[src/rtl/rf_read_port_arbiter_pkg.sv]
// -----------------------------------------------------------------------------
// rf_read_port_arbiter_pkg
//   Shared definitions for the register-file read-port arbiter: default data
//   and index widths, FSM state encoding, and a helper that sizes requester
//   index fields.
// -----------------------------------------------------------------------------
package rf_read_port_arbiter_pkg;

  localparam int XLEN_DEF   = 32;
  localparam int ADDR_W_DEF = 5;

  // Encodings are shared with the register file and control unit.
  typedef enum logic [1:0] {
    ST_IDLE = 2'd0,
    ST_ADDR = 2'd1,
    ST_RESP = 2'd2
  } state_e;

  // Width of a requester index; at least one bit so NREQ=1 still has a field.
  function automatic int idx_w(input int n);
    return (n > 1) ? $clog2(n) : 1;
  endfunction

endpackage

[src/rtl/rf_read_port_arbiter_rr_pick.sv]
// -----------------------------------------------------------------------------
// rf_read_port_arbiter_rr_pick
//   Combinational round-robin picker. Scans req_i starting at ptr_i and
//   wrapping modulo N; the first set bit wins.
// Ports:
//   req_i  [N]   request bits
//   ptr_i  [IW]  first index to consider (must be < N)
//   gnt_o  [N]   one-hot grant (all zero when no request)
//   idx_o  [IW]  index of the granted bit (0 when no request)
//   any_o        at least one request present
// -----------------------------------------------------------------------------
module rf_read_port_arbiter_rr_pick #(
  parameter int N  = 3,
  parameter int IW = 2
) (
  input  logic [N-1:0]  req_i,
  input  logic [IW-1:0] ptr_i,
  output logic [N-1:0]  gnt_o,
  output logic [IW-1:0] idx_o,
  output logic          any_o
);

  logic [IW:0] pos_s;

  // Rotating priority scan; one spare bit in pos_s absorbs the wrap.
  always_comb begin
    gnt_o = '0;
    idx_o = '0;
    any_o = 1'b0;
    pos_s = '0;
    for (int k = 0; k < N; k++) begin
      pos_s = {1'b0, ptr_i} + (IW+1)'(k);
      if (pos_s >= (IW+1)'(N)) begin
        pos_s = pos_s - (IW+1)'(N);
      end else begin
        pos_s = pos_s;
      end
      if (!any_o && req_i[pos_s[IW-1:0]]) begin
        any_o                  = 1'b1;
        gnt_o[pos_s[IW-1:0]]   = 1'b1;
        idx_o                  = pos_s[IW-1:0];
      end else begin
        any_o = any_o;
      end
    end
  end

endmodule

[src/rtl/rf_read_port_arbiter.sv]
// -----------------------------------------------------------------------------
// rf_read_port_arbiter
//   Shares the register file's single read mux among NREQ requesters with a
//   round-robin grant and a valid/ready handshake on both request and
//   response sides. The select and response data are registered; the
//   response is held until its owner accepts it.
// Ports:
//   clk, reset            rising-edge clock, async active-high reset
//   req_valid [NREQ]      request pending per requester
//   req_addr  [NREQ*AW]   register index, requester i at [i*AW +: AW]
//   req_ready [NREQ]      one-hot, combinational: request accepted this cycle
//   mux_sel   [AW]        registered read mux select
//   mux_y     [XLEN]      read mux output
//   rsp_valid [NREQ]      one-hot: response available for requester i
//   rsp_data  [XLEN]      shared response data
//   rsp_ready [NREQ]      requester accepts its response
// -----------------------------------------------------------------------------
module rf_read_port_arbiter
  import rf_read_port_arbiter_pkg::*;
#(
  parameter int NREQ    = 3,
  parameter int XLEN    = XLEN_DEF,
  parameter int ADDR_W  = ADDR_W_DEF,
  parameter int ZERO_X0 = 1
) (
  input  logic                   clk,
  input  logic                   reset,
  input  logic [NREQ-1:0]        req_valid,
  input  logic [NREQ*ADDR_W-1:0] req_addr,
  output logic [NREQ-1:0]        req_ready,
  output logic [ADDR_W-1:0]      mux_sel,
  input  logic [XLEN-1:0]        mux_y,
  output logic [NREQ-1:0]        rsp_valid,
  output logic [XLEN-1:0]        rsp_data,
  input  logic [NREQ-1:0]        rsp_ready
);

  localparam int IW = idx_w(NREQ);

  state_e            state_q, state_d;
  logic [IW-1:0]     rr_q, rr_d;
  logic [IW-1:0]     id_q;
  logic [ADDR_W-1:0] sel_q;
  logic [XLEN-1:0]   data_q;

  logic [NREQ-1:0]   gnt_s;
  logic [IW-1:0]     gnt_idx_s;
  logic              any_s;
  logic              accept_s;

  rf_read_port_arbiter_rr_pick #(
    .N  (NREQ),
    .IW (IW)
  ) u_pick (
    .req_i (req_valid),
    .ptr_i (rr_q),
    .gnt_o (gnt_s),
    .idx_o (gnt_idx_s),
    .any_o (any_s)
  );

  // Next-state and accept decision; RESP can hand off directly to a new
  // request in the same cycle its owner takes the response.
  always_comb begin
    state_d  = state_q;
    rr_d     = rr_q;
    accept_s = 1'b0;
    case (state_q)
      ST_IDLE: begin
        if (any_s) begin
          accept_s = 1'b1;
          state_d  = ST_ADDR;
        end else begin
          state_d  = ST_IDLE;
        end
      end
      ST_ADDR: begin
        state_d = ST_RESP;
      end
      ST_RESP: begin
        if (rsp_ready[id_q]) begin
          if (any_s) begin
            accept_s = 1'b1;
            state_d  = ST_ADDR;
          end else begin
            state_d  = ST_IDLE;
          end
        end else begin
          state_d = ST_RESP;
        end
      end
      default: begin
        state_d = ST_IDLE;
      end
    endcase
    // Pointer moves just past the winner; with NREQ=1 it wraps to 0 at once.
    if (accept_s) begin
      rr_d = (gnt_idx_s == IW'(NREQ-1)) ? '0 : gnt_idx_s + IW'(1);
    end else begin
      rr_d = rr_q;
    end
  end

  // State, pointer and datapath registers.
  always_ff @(posedge clk or posedge reset) begin
    if (reset) begin
      state_q <= ST_IDLE;
      rr_q    <= '0;
      sel_q   <= '0;
      id_q    <= '0;
      data_q  <= '0;
    end else begin
      state_q <= state_d;
      rr_q    <= rr_d;
      if (accept_s) begin
        sel_q <= req_addr[gnt_idx_s*ADDR_W +: ADDR_W];
        id_q  <= gnt_idx_s;
      end else begin
        sel_q <= sel_q;
        id_q  <= id_q;
      end
      // Mux has seen a stable select for a full cycle by now.
      if (state_q == ST_ADDR) begin
        data_q <= ((ZERO_X0 != 0) && (sel_q == '0)) ? '0 : mux_y;
      end else begin
        data_q <= data_q;
      end
    end
  end

  // Output decode from registered state.
  always_comb begin
    req_ready = accept_s ? gnt_s : '0;
    rsp_valid = '0;
    if (state_q == ST_RESP) begin
      rsp_valid[id_q] = 1'b1;
    end else begin
      rsp_valid = '0;
    end
  end

  assign mux_sel  = sel_q;
  assign rsp_data = data_q;

endmodule
[config.mk]
export PLATFORM = sky130hd
export DESIGN_NAME = rf_read_port_arbiter
export DESIGN_NICKNAME = d
export VERILOG_FILES = /design/src/rtl/rf_read_port_arbiter_pkg.sv /design/src/rtl/rf_read_port_arbiter_rr_pick.sv /design/src/rtl/rf_read_port_arbiter.sv
export SDC_FILE = /design/constraint.sdc
export NUM_CORES = 1
export LEC_CHECK = 0
export CAP_MARGIN = 20
export CORE_AREA = 4 4 79 81
export DETAILED_ROUTE_END_ITERATION = 16
export DIE_AREA = 0 0 83 85
export GPL_TIMING_DRIVEN = 0
export PLACE_DENSITY = 0.78
export SYNTH_ARGS = -nofsm -noshare
export SYNTH_HDL_FRONTEND = slang
export SYNTH_SLANG_ARGS = --single-unit
[constraint.sdc]
create_clock -name clk -period 2.33 [get_ports clk]
set_input_delay 0.3495 -clock clk [delete_from_list [all_inputs] [get_ports clk]]
set_output_delay 0.3495 -clock clk [all_outputs]
set_load 0.05 [all_outputs]
==> metrics, run 1 <==
status complete, but fails checks; violated checks setup timing; core area 5470 um^2; CP required 1.98 ns; Die W 83 um; total area of sequential cells 1080 um^2; grt ovf 0; starting density of the core 0.412; Num CTS Buffers 5; crit end category output port; DP Cell Count 371; I/O pin count 98; Sink Count 43; row cnt 27; DPL Wire Length 5.10 mm; ys flop type dfrtp_1; DR vias/cell 5.42; global-route usage over all layers 0.195; largest net degree at the start of global routing 44; Max Fclk 382 MHz; Max Clock Skew 0.00761 ns; RSZ-0062 raised after global routing yes; Switching Power 3210 uW; count of warnings emitted by yosys 0; setup_tns -0.740 ns; initial antenna violation count 0; leakage 0.00151 uW; first-pass GRT wire length 11.1 mm; post-synthesis area per instance 11.1 um^2; Layout fillers 429; max-slew violations 0; Critical-path top delay cell dfrtp_1; post-synth cell types 47; gp weighted congestion 0.841; most frequent CP cell buf_6; combinational share of power 0.710; DRC Markers 0; I/O Buffers 95; cells after synthesis 204; Sw Ratio 0.493; Rel. slew slack 0.421; layout cell share with drive strength beyond 1 0.208; syn_nets 263; final net count 386; DIE AREA 7060 um^2; clk slew on worst S/H paths 0.07 ns; first-pass iteration count of the detailed router 4; CP cell instances buf_6 -> ha_4 -> buf_6 -> and2b_1 -> o21a_4 -> nor3_4 -> nand2_2 -> a311oi_4 -> buf_6; CTS Root Cell clkbuf_8; Yosys reg bits 43; Clock Tree Buf Depth 2; FFs w/ async S/R, synth 1.00; Critical Path Start Type flip-flop; # setup viols final 3; later-pin clock latency in the skew report 0.29 ns; vias post-DR 2163; final setup margin -0.288 ns; fin crit share 1.12; chip height 85 um; final std cells w/o fill 399; area grow syn2layout 63.4%; clock network fraction of design power 0.084; Worst-Margin Slew 0.867 ns; min Tclk post-route 2.62 ns; CP peak stage delay 0.40 ns; Cell Area, Synth 2260 um^2; Power Total 6520 uW; WP data arrival 2.27 ns; post-route cell area 3690 um^2; multi-input logic area 1180 um^2; Place WS -0.964 ns; vias in the first global route 2165; internal power 3310 uW; Post-synth EDFFs 0; area post-placement 3350 um^2; worst vdd ir 0.851 mV; Flop pwr share 0.206; CTS Hold Bufs 0; H-Tree Depth 2; Max FO, Critical Path 6; pwr dens 1770 nW/um^2; Seq/Total Area, Yosys 0.477; CTS tree done; DRT iter0 DRCs 89; Final ANT Viol Nets 0; worst hold path type flip-flop to flip-flop; Diodes inserted 0; WL per Instance 17.9 um; Hold Violations, Final 0; MaxCap Viol Count 0; CP Class flip-flop to output port; Total Wirelength 7.14 mm
-- state kept, by name (all words and copies together), names as in the netlist --
register / count
id_q: 2
rsp_data: 32
state_q: 2
rr_q: 2
mux_sel: 5
-- cells in the mapped netlist (3+ instances only) --
master	count	area share
a32oi_1	6	0.023
a22o_1	34	0.13
dfrtp_1	43	0.48
inv_1	10	0.017
nor3_2	3	0.013
nor2_1	9	0.015
a21oi_1	6	0.013
nor3_1	4	0.0089
nand2b_1	6	0.017
a41oi_1	3	0.012
o21ai_0	4	0.0089
nor2b_1	4	0.011
clkbuf_1	6	0.010
mux2_2	3	0.015
nand2_1	13	0.022
nand3b_1	3	0.010
buf_2	6	0.013
ha_1	4	0.022
-- per-layer routing --
metal | routed length, um | part of all wire | GRT usage | vias to the layer above
li1 | - | - | - | 1012
met1 | 3120 | 0.44 | 0.244 | 1048
met2 | 3480 | 0.49 | 0.332 | 92
met3 | 424 | 0.059 | 0.0456 | 11
met4 | 124 | 0.017 | 0.0654 | 0
met5 | 0 | 0 | 0 | -
-- through the flow --
| stage | hold WS (ns) | util |
|---|---|---|
| final | 0.508 | 0.674 |
| after global routing | 0.523 | 0.674 |
| after CTS | 0.512 | 0.660 |
| after detailed placement | 0.490 | 0.612 |
| after global placement | 0.488 | 0.612 |
| after floorplan | 0.482 | - |
-- layout make-up --
cell class	count	share of cell area
Multi-Input combinational cell	137	0.319
Timing Repair Buffer	117	0.305
Inverter	10	0.0102
Clock buffer	6	0.0197
Sequential cell	43	0.292
Buffer	13	0.0214
Tap cell	72	0.0244
Clock inverter	1	0.00815
-- path summary, 6_finish.rpt --
check                                    end         start  depth (start not counted)  slack [ns]
worst min register to register  rsp_data[20]  rsp_data[20]                          1        0.51
worst min-delay path            rsp_data[20]  rsp_data[20]                          1        0.51
worst max-delay path            req_ready[2]       rr_q[0]                          9       -0.29
max in group asynchronous        rsp_data[2]         reset                          2        1.23
worst max register to register    mux_sel[0]       rr_q[0]                          9        0.12
min in group asynchronous        rsp_data[4]         reset                          2        0.56
-- kinds of logic (layout without fill, tap and decap cells) --
kind of cell               after synthesis  after routing  share of synthesized area
muxes                                    4              4                     0.0194
AOI/OAI and AO/OA                       77             77                      0.295
adders and majority gates                4              4                     0.0222
buffers and inverters                   24            147                     0.0499
and+or+nand+nor                         52             52                      0.136
DFF                                     43             43                      0.477
-- critical path: cells and delay by family (launching register included) --
kind | cells | cell delay [ns]
DFF | 1 | 0.40
buffers and inverters | 3 | 0.45
AOI/OAI and AO/OA | 2 | 0.44
and+or+nand+nor | 3 | 0.51
adders and majority gates | 1 | 0.17
-- cells in the final DEF (no fill, tap or decap), types with 2 or more instances in the layout --
| cell type | Yosys | final |
|---|---|---|
| clkdlybuf4s50_1 | 0 | 92 |
| dfrtp_1 | 43 | 43 |
| a22o_1 | 34 | 34 |
| buf_4 | 0 | 20 |
| nand2_1 | 13 | 11 |
| nor2_1 | 9 | 9 |
| buf_6 | 2 | 8 |
| clkbuf_1 | 6 | 7 |
| inv_1 | 10 | 7 |
| nand2b_1 | 6 | 6 |
| a21oi_1 | 6 | 6 |
| a32oi_1 | 6 | 6 |
| clkbuf_8 | 0 | 5 |
| nor3_1 | 4 | 4 |
| buf_2 | 6 | 4 |
| nor2b_1 | 4 | 4 |
| nand3b_1 | 3 | 3 |
| nor3_4 | 1 | 3 |
| mux2_2 | 3 | 3 |
| o21ai_0 | 4 | 3 |
| a41oi_1 | 3 | 3 |
| inv_2 | 0 | 3 |
| and2b_1 | 2 | 2 |
| o211ai_1 | 2 | 2 |
| o21ai_1 | 2 | 2 |
| o21a_4 | 1 | 2 |
| a31oi_4 | 2 | 2 |
| o21ai_4 | 0 | 2 |
| a2111oi_0 | 2 | 2 |
| nor3b_1 | 2 | 2 |
| nand2_2 | 0 | 2 |
| o21bai_1 | 2 | 2 |
| ha_4 | 0 | 2 |
| ha_1 | 4 | 2 |
-- power by group through the flow --
| stage | combinational, uW | sequential (uW) | clock, uW |
|---|---|---|---|
| 2_1_floorplan | 1830 | 2410 | 0 |
| 3_3_place_gp | 4060 | 1340 | 0 |
| 3_5_place_dp | 4100 | 1360 | 0 |
| 4_1_cts | 4470 | 1340 | 559 |
| 5_1_grt | 4850 | 1390 | 593 |
| 6_report | 4630 | 1340 | 549 |
-- repair_timing --
item,4_1_cts,5_1_grt
resized for setup,37,3
pin swaps,11,5
hold endpoints to repair,0,0
cloned,0,1
setup buffers,14,7
setup endpoints to repair,3,3
No activity file was read; power rests on OpenSTA's default activity.
==> run 2, diff against run 1 <==
- CORE_AREA: 4 4 79 81 -> 4 4 97 99
- DIE_AREA: 0 0 83 85 -> 0 0 101 103
- PLACE_DENSITY: 0.78 -> 0.54
==> metrics, run 2 (synthesis results as in run 1) <==
worst hold path type input port to async pin; DPL Wire Length 5.28 mm; starting density of the core 0.264; R2R cell count 9; Hold Violations, Final 0; I/O pin count 98; largest net degree at the start of global routing 34; final setup margin -0.252 ns; Max FO, Critical Path 8; leading cell type in the layout, fill and taps excluded clkdlybuf4s50_1; first-pass iteration count of the detailed router 4; Worst path top cell family by delay buffers and inverters; crit end category output port; DRC Markers 0; clk slew on worst S/H paths 0.08 ns; Worst-Margin Slew 0.560 ns; DRT iter0 DRCs 101; initial antenna violation count 0; # setup viols final 3; Diodes inserted 0; Layout fillers 826; CP Class input port to output port; final net count 382; DIE AREA 10400 um^2; CTS Root Cell clkbuf_8; max reg flops 32; Die W 101 um; setup_tns -0.737 ns; worst vdd ir 0.523 mV; grt ovf 0; Num CTS Buffers 5; RSZ-0062 raised after global routing yes; CP required 1.98 ns; Critical Path Start Type input port; Sink Count 43; r2r setup slk 0.09 ns; H-Tree Depth 2; global-route usage over all layers 0.130; vias in the first global route 2195; RR Startpoint rr_q[0]; WL per Instance 16.3 um; Critical-path top delay cell clkdlybuf4s50_1; fin crit share 1.11; WP data arrival 2.23 ns; Final ANT Viol Nets 0; later-pin clock latency in the skew report 0.29 ns; status complete, but fails checks; chip height 103 um; Rel. slew slack 0.617; CTS Hold Bufs 0; layout cell share with drive strength beyond 1 0.207; violated checks setup timing; Max Fclk 387 MHz; RR Endpoint mux_sel[4]; area grow syn2layout 64.0%; I/O Buffers 95; most frequent cells in the layout 91 x clkdlybuf4s50_1, 42 x dfrtp_1, 34 x a22o_1, 16 x buf_4, 10 x nand2_1; CP cell instances clkdlybuf4s50_1 -> mux2i_1 -> o21a_2 -> nor3_4 -> nand2_2 -> a311oi_4 -> buf_6; min Tclk post-route 2.58 ns; row cnt 34; Total Wirelength 7.02 mm; gp weighted congestion 0.837; max-slew violations 0; Max Clock Skew 0.00542 ns; leakage 0.00150 uW; vias post-DR 2128; crit path from req_valid[0]; Clock Tree Buf Depth 2; CTS tree done; first-pass GRT wire length 10.9 mm; Place WS -0.945 ns; CP peak stage delay 0.63 ns; DR vias/cell 4.94; core area 8550 um^2; crit path buf inv count 2; MaxCap Viol Count 0; pwr dens 1730 nW/um^2
[run 2: how the worst max path moves through the flow]
| stage | endpoint | slack [ns] | cells past startpoint |
|---|---|---|---|
| after floorplan | req_ready[2] | -0.13 | 8 |
| after global placement | req_ready[2] | -0.97 | 7 |
| after detailed placement | req_ready[2] | -0.95 | 7 |
| after CTS | req_ready[2] | -0.33 | 9 |
| after global routing | req_ready[0] | -0.40 | 10 |
| final | req_ready[2] | -0.25 | 7 |
[run 2: per-stage QoR]
stage / area (um^2) / cells / hold slack [ns] / power (uW) / util
global placement: 3400 / 407 / 0.487 / 5460 / 0.397
finish: 3700 / 431 / 0.309 / 6390 / 0.433
floorplan: 2310 / 204 / 0.482 / 4230 / -
detailed placement: 3420 / 408 / 0.491 / 5480 / 0.399
global route: 3700 / 431 / 0.316 / 6800 / 0.433
CTS: 3600 / 424 / 0.305 / 6240 / 0.422
[run 2: where the power goes]
part,leakage (uW),internal [uW],total [uW],switching [uW]
clock,0.0000513,314,555,241
sequential,0.000526,1120,1340,222
combinational,0.000922,1820,4490,2670
[run 2: area by class of cell]
| class | count | area, um^2 | share of cell area |
|---|---|---|---|
| flip-flops and latches | 43 | 1080 | 0.291 |
| clock inverters | 1 | 30.0 | 0.00812 |
| clock buffers | 6 | 72.6 | 0.0196 |
| well taps | 108 | 135 | 0.0365 |
| multi-input cells | 137 | 1160 | 0.314 |
| plain buffers | 13 | 76.3 | 0.0206 |
| inverters | 10 | 37.5 | 0.0101 |
| repair buffers | 113 | 1110 | 0.300 |
[run 2: layer usage]
layer / vias up / part of all wire / track usage
met4: 0 / 0.011 / 0.0419
met1: 1023 / 0.48 / 0.178
li1: 1008 / - / -
met5: - / 0 / 0
met3: 8 / 0.068 / 0.0237
met2: 89 / 0.44 / 0.210
[run 2: timing repair]
action	in CTS	in global routing
pin swaps	9	6
setup endpoints to repair	4	8
resized for setup	26	12
setup buffers	10	7
==> run 3, diff against run 2 <==
- ABC_CLOCK_PERIOD_IN_PS: not set -> 2330
==> results of run 3 <==
Same layout as run 2: the final DEF is identical, and so are final timing and power.
